--- src/rtl/cpu4_mc_pkg.sv ---
// Shared encodings for the cpu4 multicycle control unit: FSM states,
// opcodes and the datapath select encodings.
package cpu4_mc_pkg;

  typedef enum logic [3:0] {
    S_FETCH   = 4'd0,
    S_DECODE  = 4'd1,
    S_MEMADR  = 4'd2,
    S_MEMRD   = 4'd3,
    S_MEMWB   = 4'd4,
    S_MEMWR   = 4'd5,
    S_RTYPEEX = 4'd6,
    S_RTYPEWB = 4'd7,
    S_BEQEX   = 4'd8,
    S_ADDIEX  = 4'd9,
    S_ADDIWB  = 4'd10,
    S_JEX     = 4'd11
  } state_t;

  localparam logic [5:0] OP_RTYPE = 6'b000000;
  localparam logic [5:0] OP_LW    = 6'b100011;
  localparam logic [5:0] OP_SW    = 6'b101011;
  localparam logic [5:0] OP_BEQ   = 6'b000100;
  localparam logic [5:0] OP_ADDI  = 6'b001000;
  localparam logic [5:0] OP_J     = 6'b000010;

  localparam logic [1:0] SRCB_RT    = 2'b00;
  localparam logic [1:0] SRCB_FOUR  = 2'b01;
  localparam logic [1:0] SRCB_IMM   = 2'b10;
  localparam logic [1:0] SRCB_IMMSH = 2'b11;

  localparam logic [1:0] PCSRC_ALU    = 2'b00;
  localparam logic [1:0] PCSRC_ALUOUT = 2'b01;
  localparam logic [1:0] PCSRC_JUMP   = 2'b10;

  localparam logic [1:0] ALUOP_ADD   = 2'b00;
  localparam logic [1:0] ALUOP_SUB   = 2'b01;
  localparam logic [1:0] ALUOP_FUNCT = 2'b10;

  // States that wait MEM_LAT enabled cycles on the shared memory.
  function automatic logic is_mem_state(input logic [3:0] s);
    return (s == S_FETCH) || (s == S_MEMRD) || (s == S_MEMWR);
  endfunction

endpackage

--- src/rtl/cpu4_mc_outdec.sv ---
// Moore control-word decode from (state, last memory cycle, en).
// Optional addi states are decoded only when CPU4_MC_ADDI_EN is defined.
module cpu4_mc_outdec
  import cpu4_mc_pkg::*;
(
  input  logic [3:0] state,
  input  logic       last,
  input  logic       en,
  output logic       iord,
  output logic       memwrite,
  output logic       irwrite,
  output logic       pcwrite,
  output logic       branch,
  output logic       regdst,
  output logic       memtoreg,
  output logic       regwrite,
  output logic       alusrca,
  output logic [1:0] alusrcb,
  output logic [1:0] pcsrc,
  output logic [1:0] aluop
);

  always_comb begin
    iord     = 1'b0;
    memwrite = 1'b0;
    irwrite  = 1'b0;
    pcwrite  = 1'b0;
    branch   = 1'b0;
    regdst   = 1'b0;
    memtoreg = 1'b0;
    regwrite = 1'b0;
    alusrca  = 1'b0;
    alusrcb  = SRCB_RT;
    pcsrc    = PCSRC_ALU;
    aluop    = ALUOP_ADD;
    case (state)
      S_FETCH: begin
        alusrcb = SRCB_FOUR;
        irwrite = last;
        pcwrite = last;
      end
      S_DECODE:  alusrcb = SRCB_IMMSH;
      S_MEMADR: begin
        alusrca = 1'b1;
        alusrcb = SRCB_IMM;
      end
      S_MEMRD:   iord = 1'b1;
      S_MEMWB: begin
        regwrite = 1'b1;
        memtoreg = 1'b1;
      end
      S_MEMWR: begin
        iord     = 1'b1;
        memwrite = last;
      end
      S_RTYPEEX: begin
        alusrca = 1'b1;
        aluop   = ALUOP_FUNCT;
      end
      S_RTYPEWB: begin
        regdst   = 1'b1;
        regwrite = 1'b1;
      end
      S_BEQEX: begin
        alusrca = 1'b1;
        aluop   = ALUOP_SUB;
        branch  = 1'b1;
        pcsrc   = PCSRC_ALUOUT;
      end
`ifdef CPU4_MC_ADDI_EN
      S_ADDIEX: begin
        alusrca = 1'b1;
        alusrcb = SRCB_IMM;
      end
      S_ADDIWB:  regwrite = 1'b1;
`endif
      S_JEX: begin
        pcsrc   = PCSRC_JUMP;
        pcwrite = 1'b1;
      end
      default: ;
    endcase
    // A stalled cycle must not commit anything; selects keep their decode.
    if (!en) begin
      irwrite  = 1'b0;
      pcwrite  = 1'b0;
      memwrite = 1'b0;
      regwrite = 1'b0;
      branch   = 1'b0;
    end
  end

endmodule

--- src/rtl/cpu4_mc_ctrl.sv ---
// Multicycle main control FSM for cpu4 with parametrised memory latency and stall.
// Define CPU4_MC_ADDI_EN to support addi; otherwise opcode 001000 is illegal.
module cpu4_mc_ctrl
  import cpu4_mc_pkg::*;
#(
  parameter int MEM_LAT = 1,
  parameter int CNT_W   = 4
) (
  input  logic       clk,
  input  logic       resetn,
  input  logic       en,
  input  logic [5:0] op,
  input  logic       zero,
  output logic       iord,
  output logic       memwrite,
  output logic       irwrite,
  output logic       pcwrite,
  output logic       branch,
  output logic       pcen,
  output logic       regdst,
  output logic       memtoreg,
  output logic       regwrite,
  output logic       alusrca,
  output logic [1:0] alusrcb,
  output logic [1:0] pcsrc,
  output logic [1:0] aluop,
  output logic       illegal_op,
  output logic [3:0] state
);

  localparam logic [CNT_W-1:0] LAST_CNT = CNT_W'(MEM_LAT - 1);

  state_t           state_q, state_d;
  logic [CNT_W-1:0] cnt_q, cnt_d;
  logic             mem_state;
  logic             last;
  logic             legal;

  assign mem_state = is_mem_state(state_q);
  assign last      = mem_state && (cnt_q == LAST_CNT);
  assign cnt_d     = (mem_state && !last) ? cnt_q + 1'b1 : '0;

  // Reset mid-access drops the pending strobe simply by returning to FETCH.
  always_ff @(posedge clk or negedge resetn) begin
    if (!resetn) begin
      state_q <= S_FETCH;
      cnt_q   <= '0;
    end else if (en) begin
      state_q <= state_d;
      cnt_q   <= cnt_d;
    end
  end

  always_comb begin
    state_d = S_FETCH;
    legal   = 1'b1;
    case (state_q)
      S_FETCH:  state_d = last ? S_DECODE : S_FETCH;
      S_DECODE: begin
        case (op)
          OP_LW, OP_SW: state_d = S_MEMADR;
          OP_RTYPE:     state_d = S_RTYPEEX;
          OP_BEQ:       state_d = S_BEQEX;
`ifdef CPU4_MC_ADDI_EN
          OP_ADDI:      state_d = S_ADDIEX;
`endif
          OP_J:         state_d = S_JEX;
          default:      legal   = 1'b0;
        endcase
      end
      S_MEMADR:  state_d = (op == OP_SW) ? S_MEMWR : S_MEMRD;
      S_MEMRD:   state_d = last ? S_MEMWB : S_MEMRD;
      S_MEMWR:   state_d = last ? S_FETCH : S_MEMWR;
      S_RTYPEEX: state_d = S_RTYPEWB;
`ifdef CPU4_MC_ADDI_EN
      S_ADDIEX:  state_d = S_ADDIWB;
`endif
      default:   state_d = S_FETCH;
    endcase
  end

  cpu4_mc_outdec u_outdec (
    .state    (state_q),
    .last     (last),
    .en       (en),
    .iord     (iord),
    .memwrite (memwrite),
    .irwrite  (irwrite),
    .pcwrite  (pcwrite),
    .branch   (branch),
    .regdst   (regdst),
    .memtoreg (memtoreg),
    .regwrite (regwrite),
    .alusrca  (alusrca),
    .alusrcb  (alusrcb),
    .pcsrc    (pcsrc),
    .aluop    (aluop)
  );

  assign pcen       = pcwrite | (branch & zero);
  assign illegal_op = en && (state_q == S_DECODE) && !legal;
  assign state      = state_q;

endmodule

--- config.mk ---
export PLATFORM = sky130hd
export DESIGN_NAME = cpu4_mc_ctrl
export DESIGN_NICKNAME = d
export VERILOG_FILES = /design/src/rtl/cpu4_mc_pkg.sv /design/src/rtl/cpu4_mc_outdec.sv /design/src/rtl/cpu4_mc_ctrl.sv
export SDC_FILE = /design/constraint.sdc
export NUM_CORES = 1
export LEC_CHECK = 0
export CAP_MARGIN = 10
export CELL_PAD_IN_SITES_DETAIL_PLACEMENT = 0
export CELL_PAD_IN_SITES_GLOBAL_PLACEMENT = 2
export CORE_AREA = 2 2 66 68
export CTS_BUF_LIST = sky130_fd_sc_hd__clkbuf_16
export DETAILED_ROUTE_END_ITERATION = 7
export DIE_AREA = 0 0 68 70
export GPL_TIMING_DRIVEN = 0
export HOLD_SLACK_MARGIN = 0.02
export PLACE_DENSITY_LB_ADDON = 0.1
export SYNTH_ARGS = -nofsm -noshare
export SYNTH_HDL_FRONTEND = slang
export SYNTH_SLANG_ARGS = --single-unit
--- constraint.sdc ---
create_clock -name clk -period 1.9 [get_ports clk]
set_input_delay 0.38 -clock clk [delete_from_list [all_inputs] [get_ports clk]]
set_output_delay 0.38 -clock clk [all_outputs]
set_load 0.02 [all_outputs]
## Word level (Yosys, flattened, before mapping)

Index checks and enable logic that the tools add are counted.

| word-level totals | value |
|---|---|
| bits of input ports | 10 |
| output and inout bits | 21 |
| bits in registers | 8 |
| logic and storage cells | 60 |

| operators by class | value |
|---|---|
| bitwise operators | 2 |
| multiplexer cells | 26 |
| add/subtract/negate cells | 1 |
| equality and inequality tests | 13 |
| reduce and logical (&&, ||, !) cells | 16 |

Operator list:

| kind | count |
|---|---|
| $pmux 4 s6 | 1 |
| $eq 4x3->1 const B | 4 |
| $mux 1 | 16 |
| $pmux 4 s4 | 1 |
| $eq 6x6->1 const B | 2 |
| $mux 3 | 3 |
| $eq 4x2->1 const B | 2 |
| $eq 4x4->1 const B | 2 |
| $logic_not 4->1 | 2 |
| $pmux 2 s2 | 2 |
| $eq 6x2->1 const B | 1 |
| $eq 6x3->1 const B | 1 |
| $logic_not 6->1 | 1 |
| $pmux 2 s3 | 1 |
| $reduce_or 2->1 | 3 |
| $reduce_or 5->1 | 1 |
| $add 4x1->4 const B | 1 |
| $eq 4x1->1 const B | 1 |
| $logic_and 1x1->1 | 4 |
| $mux 4 | 1 |
| $reduce_or 3->1 | 1 |
| $logic_not 1->1 | 2 |
| $logic_or 1x1->1 | 2 |
| $pmux 1 s2 | 1 |
| other kinds (2) | 2 |

## Logic depth before layout (Yosys ltp)

Gate-level depths: netlist of run 1.

| depth | value |
|---|---|
| depth in word-level cells | 7 |
| depth in mapped cells | 6 |
| gate-level depth less buffers | 6 |

## Hierarchy

From an unflattened synthesis of run 1, not the netlist that was laid out.

| unflattened totals | value |
|---|---|
| cells, all modules | 107 |
| area total of the unflattened synthesis | 852.1 µm² |

Modules (own cells, without submodules):

| module | area each (µm²) | sequential area each (µm²) | instances | cells an instance |
|---|---|---|---|---|
| cpu4_mc_ctrl | 655.6 | 200.2 | 1 | 76 |
| cpu4_mc_outdec | 196.4 | 0.0 | 1 | 31 |

## Least setup slack after synthesis of run 1

No wires, ideal clock.

| timing | value |
|---|---|
| path kind | reg-to-output |
| from | register cnt_q[0] |
| to | output port pcen |
| arrival | 1762 ps |
| required time | 1520 ps |
| buffers on the path | 0 |
| slack | -242 ps |
| stages on the path, launching flop included | 7 |
| cell sequence | dfrtp_1 inv_1 ha_1 or3b_2 o31ai_1 and3b_1 a21o_1 |

| on the way | value |
|---|---|
| longest elaborated chain between the ends | 5 |

RTL lines:

| element | RTL line | source |
|---|---|---|
| from (decl) | cpu4_mc_ctrl.sv:34 | `logic [CNT_W-1:0] cnt_q, cnt_d;` |
| from (signal assigned) | cpu4_mc_ctrl.sv:50 | `cnt_q <= cnt_d;` |
| $logic_not 4->1 | cpu4_mc_ctrl.sv:40 | `assign last = mem_state && (cnt_q == LAST_CNT);` |
| $logic_and 1x1->1 | cpu4_mc_ctrl.sv:40 |  |
| $pmux 1 s2 | cpu4_mc_outdec.sv:36 | `case (state)` |
| $mux 1 | cpu4_mc_outdec.sv:84 | `if (!en) begin` |
| named net pcwrite | cpu4_mc_ctrl.sv:17 | `output logic pcwrite,` |
| $or 1x1->1 | cpu4_mc_ctrl.sv:100 | `assign pcen = pcwrite \| (branch & zero);` |
| to (decl) | cpu4_mc_ctrl.sv:19 | `output logic pcen,` |

The timed path passes the listed nets, and every way through them passes these cells.

## Final worst setup path of run 1

| timing | value |
|---|---|
| from | register cnt_q[1] |
| to | output port pcen |

| on the way | value |
|---|---|
| longest elaborated chain between the ends | 5 |

RTL lines:

| element | RTL line |
|---|---|
| $logic_not 4->1 | cpu4_mc_ctrl.sv:40 |
| $logic_and 1x1->1 | cpu4_mc_ctrl.sv:40 |
| $pmux 1 s2 | cpu4_mc_outdec.sv:36 |
| $mux 1 | cpu4_mc_outdec.sv:84 |
| $or 1x1->1 | cpu4_mc_ctrl.sv:100 |

No other way between the ends.

==> results.json, run 1 <==
{
  "start_util_pct": 18.63,
  "drive_gt1_share_pct": 34.46,
  "power_density_mw_per_mm2": 1163,
  "finClkSkew_ns": 0.0002286,
  "power_leakage_nw": 0.6141,
  "synth_seq_cells": 8,
  "fillers": 459,
  "layout_common_cells": "nor2_1 (13), buf_4 (12), nand2_1 (9)",
  "globalplace.congestion": 0.7104,
  "tightestPinTransition_ns": 0.4248,
  "die_y_um": 70,
  "dieArea_mm2": 0.004760,
  "timing.fmax_mhz": 449.6,
  "drt_iter0_markers": 34,
  "fin_nets": 162,
  "slew_headroom_pct": 71.56,
  "grt_max_degree": 11,
  "required_ns": 1.52,
  "period_needed_ns": 2.224,
  "violations": "setup timing",
  "grt_pass1_vias": 947,
  "portBuffers": 30,
  "hold_violations": 0,
  "num_rows": 24,
  "finalSetupViolations": 4,
  "ir_worst_vdd_mv": 0.2410,
  "routed_wl_um": 2817,
  "critPathArrivalTime_ns": 1.84,
  "cts_buffer_depth": 2,
  "synth_fp_nets": 120,
  "dp_hpwl_um": 2081,
  "synth_area_per_cell_um2": 7.148,
  "track_usage_pct": 13.07,
  "yosys.area.top_type": "dfrtp_1",
  "final_common_cell": "nor2_1",
  "yosys.area.top_type_share_pct": 25.93,
  "cts.clk_slew.worst_paths_ns": 0.04,
  "netlist_area_um2": 772.0,
  "grt-ovfl-total": 0,
  "vias_per_cell": 4.695,
  "area_growth_syn_to_layout_pct": 78.61,
  "path_class": "reg2out",
  "cts_tree": "yes",
  "rsz0062_at_grt": "true",
  "clkSinkCount": 8,
  "drcViolationCount": 0,
  "postCtsHoldBufs": 0,
  "status": "complete, but fails checks",
  "dr.pass1.iters": 4,
  "insertion_delay_ns": 0.23,
  "async_flop_share_pct": 100.0,
  "synthTopCellsByArea": "dfrtp_1 (26%), nor2_1 (7.8%), nor3_1 (5.2%), o21ai_0 (5.2%), nand2_1 (4.9%)",
  "syn_inst": 108,
  "routedWlPerCell_um": 14.09,
  "pin_count": 31,
  "crit_path_max_fanout": 2,
  "ant_nets": 0,
  "slew_violations": 0,
  "cts_root_buffer": "clkbuf_16",
  "min_path_type": "in2async",
  "yosysWarnings": 0,
  "antenna_found_initial": 0,
  "yosysSeqAreaShare_pct": 25.93,
  "antenna_cells": 0,
  "h-tree-depth": 1,
  "synth_edf_count": 0,
  "pre_cts_ws_ns": -1.167,
  "vias": 939,
  "grt_pass1_wl_um": 4747,
  "core_area_mm2": 0.004144,
  "p_total_mw": 1.604,
  "cts_made_buffers": 3,
  "max_cap_viol_count": 0,
  "worst_slack_ns": -0.3243,
  "fin_crit_sh_pct": 117.1,
  "cp-end-kind": "output port",
  "die-width_um": 68,
  "worstSetupStartpointType": "register",
  "synth_ff_type": "dfrtp_1",
  "yosysUniqueCellTypes": 39
}
[cell usage after synthesis (all sizes together) (2+ instances only)]
master / count
clkbuf: 3
nor3: 8
ha: 2
buf: 4
nor2: 16
nand2b: 5
nand4: 4
dfrtp: 8
and3: 2
nand3: 5
nand2: 10
and3b: 3
inv: 5
xnor2: 2
o21ai: 8
[flip-flops by register name, indices dropped and copies added, names as in the netlist]
signal	cells
cnt_q	4
state	4
[metal layers]
layer / global-route usage [%] / part of all wire (%)
met1: 18.01 / 47
met2: 21.04 / 48
met3: 2.415 / 4.2
met4: 2.667 / 0.78
met5: 0 / 0
[where the power goes]
group	internal, mW	switching, mW	leakage [nW]
registers	0.202	0.0321	0.106
clock network	0.272	0.0842	0.0370
logic	0.421	0.592	0.471
[cell type report]
| cell class | instances | area, um^2 | area share (%) |
|---|---|---|---|
| Multi-Input combinational cell | 88 | 610.6 | 44.28 |
| Timing Repair Buffer | 37 | 326.6 | 23.68 |
| Sequential cell | 8 | 201.4 | 14.61 |
| Buffer | 7 | 78.83 | 5.717 |
| Clock buffer | 3 | 75.07 | 5.445 |
| Tap cell | 52 | 65.06 | 4.719 |
| Inverter | 5 | 21.27 | 1.543 |
[metrics by stage]
step           util, %  area [um^2]  hold WS (ns)  setup TNS, ns  std cells
2_1_floorplan        -        778.2       0.08441       -0.09236        108
3_3_place_gp     27.60         1144        0.5456         -8.215        190
3_5_place_dp     27.60         1144        0.5431         -7.838        190
4_1_cts          31.58         1309        0.4534         -1.063        199
5_1_grt          33.27         1379        0.4751         -1.378        200
6_report         33.27         1379        0.4379         -1.079        200
[what timing repair did]
item / CTS / global route
hold endpoints to repair: 0 / 0
gates resized for setup: 86 / 25
buffers inserted: 6 / 1
pin swaps: 2 / 3
endpoints found under the setup margin: 18 / 16
[kinds of logic (layout without fill, tap and decap cells)]
family | after synthesis | in the layout | share of synthesized area (%)
compound gates | 21 | 21 | 18.80
xor+xnor | 3 | 3 | 3.404
fa+ha+maj | 2 | 2 | 3.241
buf+inv | 12 | 52 | 6.320
flops | 8 | 8 | 25.93
mux | 1 | 1 | 1.297
simple gates | 61 | 61 | 41.01
[critical path, stage by stage (launching register included)]
cell,delay [ns]
dfrtp_1,0.38
inv_2,0.09
ha_4,0.13
or3b_4,0.39
o31ai_2,0.20
and3b_2,0.21
a21o_1,0.10
buf_6,0.11
[final timing paths]
path	from	endpoint	slack, ns	cells past startpoint
worst max register to register	state[2]	cnt_q[0]	0.14	5
worst min-delay path	resetn	cnt_q[0]	0.44	1
worst min register to register	cnt_q[1]	cnt_q[1]	0.57	2
max in group asynchronous	resetn	state[1]	1.17	1
min in group clk	en	cnt_q[0]	0.56	3
worst max-delay path	cnt_q[1]	pcen	-0.32	7
No activity file was read; power rests on OpenSTA's default activity.
==> run 2, diff against run 1 <==
--- a/config.mk
+++ b/config.mk
@@ -5,7 +5,6 @@
 export SDC_FILE = /design/constraint.sdc
 export NUM_CORES = 1
 export LEC_CHECK = 0
-export CAP_MARGIN = 10
 export CELL_PAD_IN_SITES_DETAIL_PLACEMENT = 0
 export CELL_PAD_IN_SITES_GLOBAL_PLACEMENT = 2
 export CORE_AREA = 2 2 66 68
==> results of run 2 <==
Same layout as run 1: the final DEF is identical, and so are final timing and power.
==> run 3, diff against run 2 <==
--- a/config.mk
+++ b/config.mk
@@ -9,6 +9,7 @@
 export CELL_PAD_IN_SITES_GLOBAL_PLACEMENT = 2
 export CORE_AREA = 2 2 66 68
 export CTS_BUF_LIST = sky130_fd_sc_hd__clkbuf_16
+export CTS_CLUSTER_DIAMETER = 30
 export DETAILED_ROUTE_END_ITERATION = 7
 export DIE_AREA = 0 0 68 70
 export GPL_TIMING_DRIVEN = 0
==> results of run 3 <==
Same layout as run 1: the final DEF is identical, and so are final timing and power.
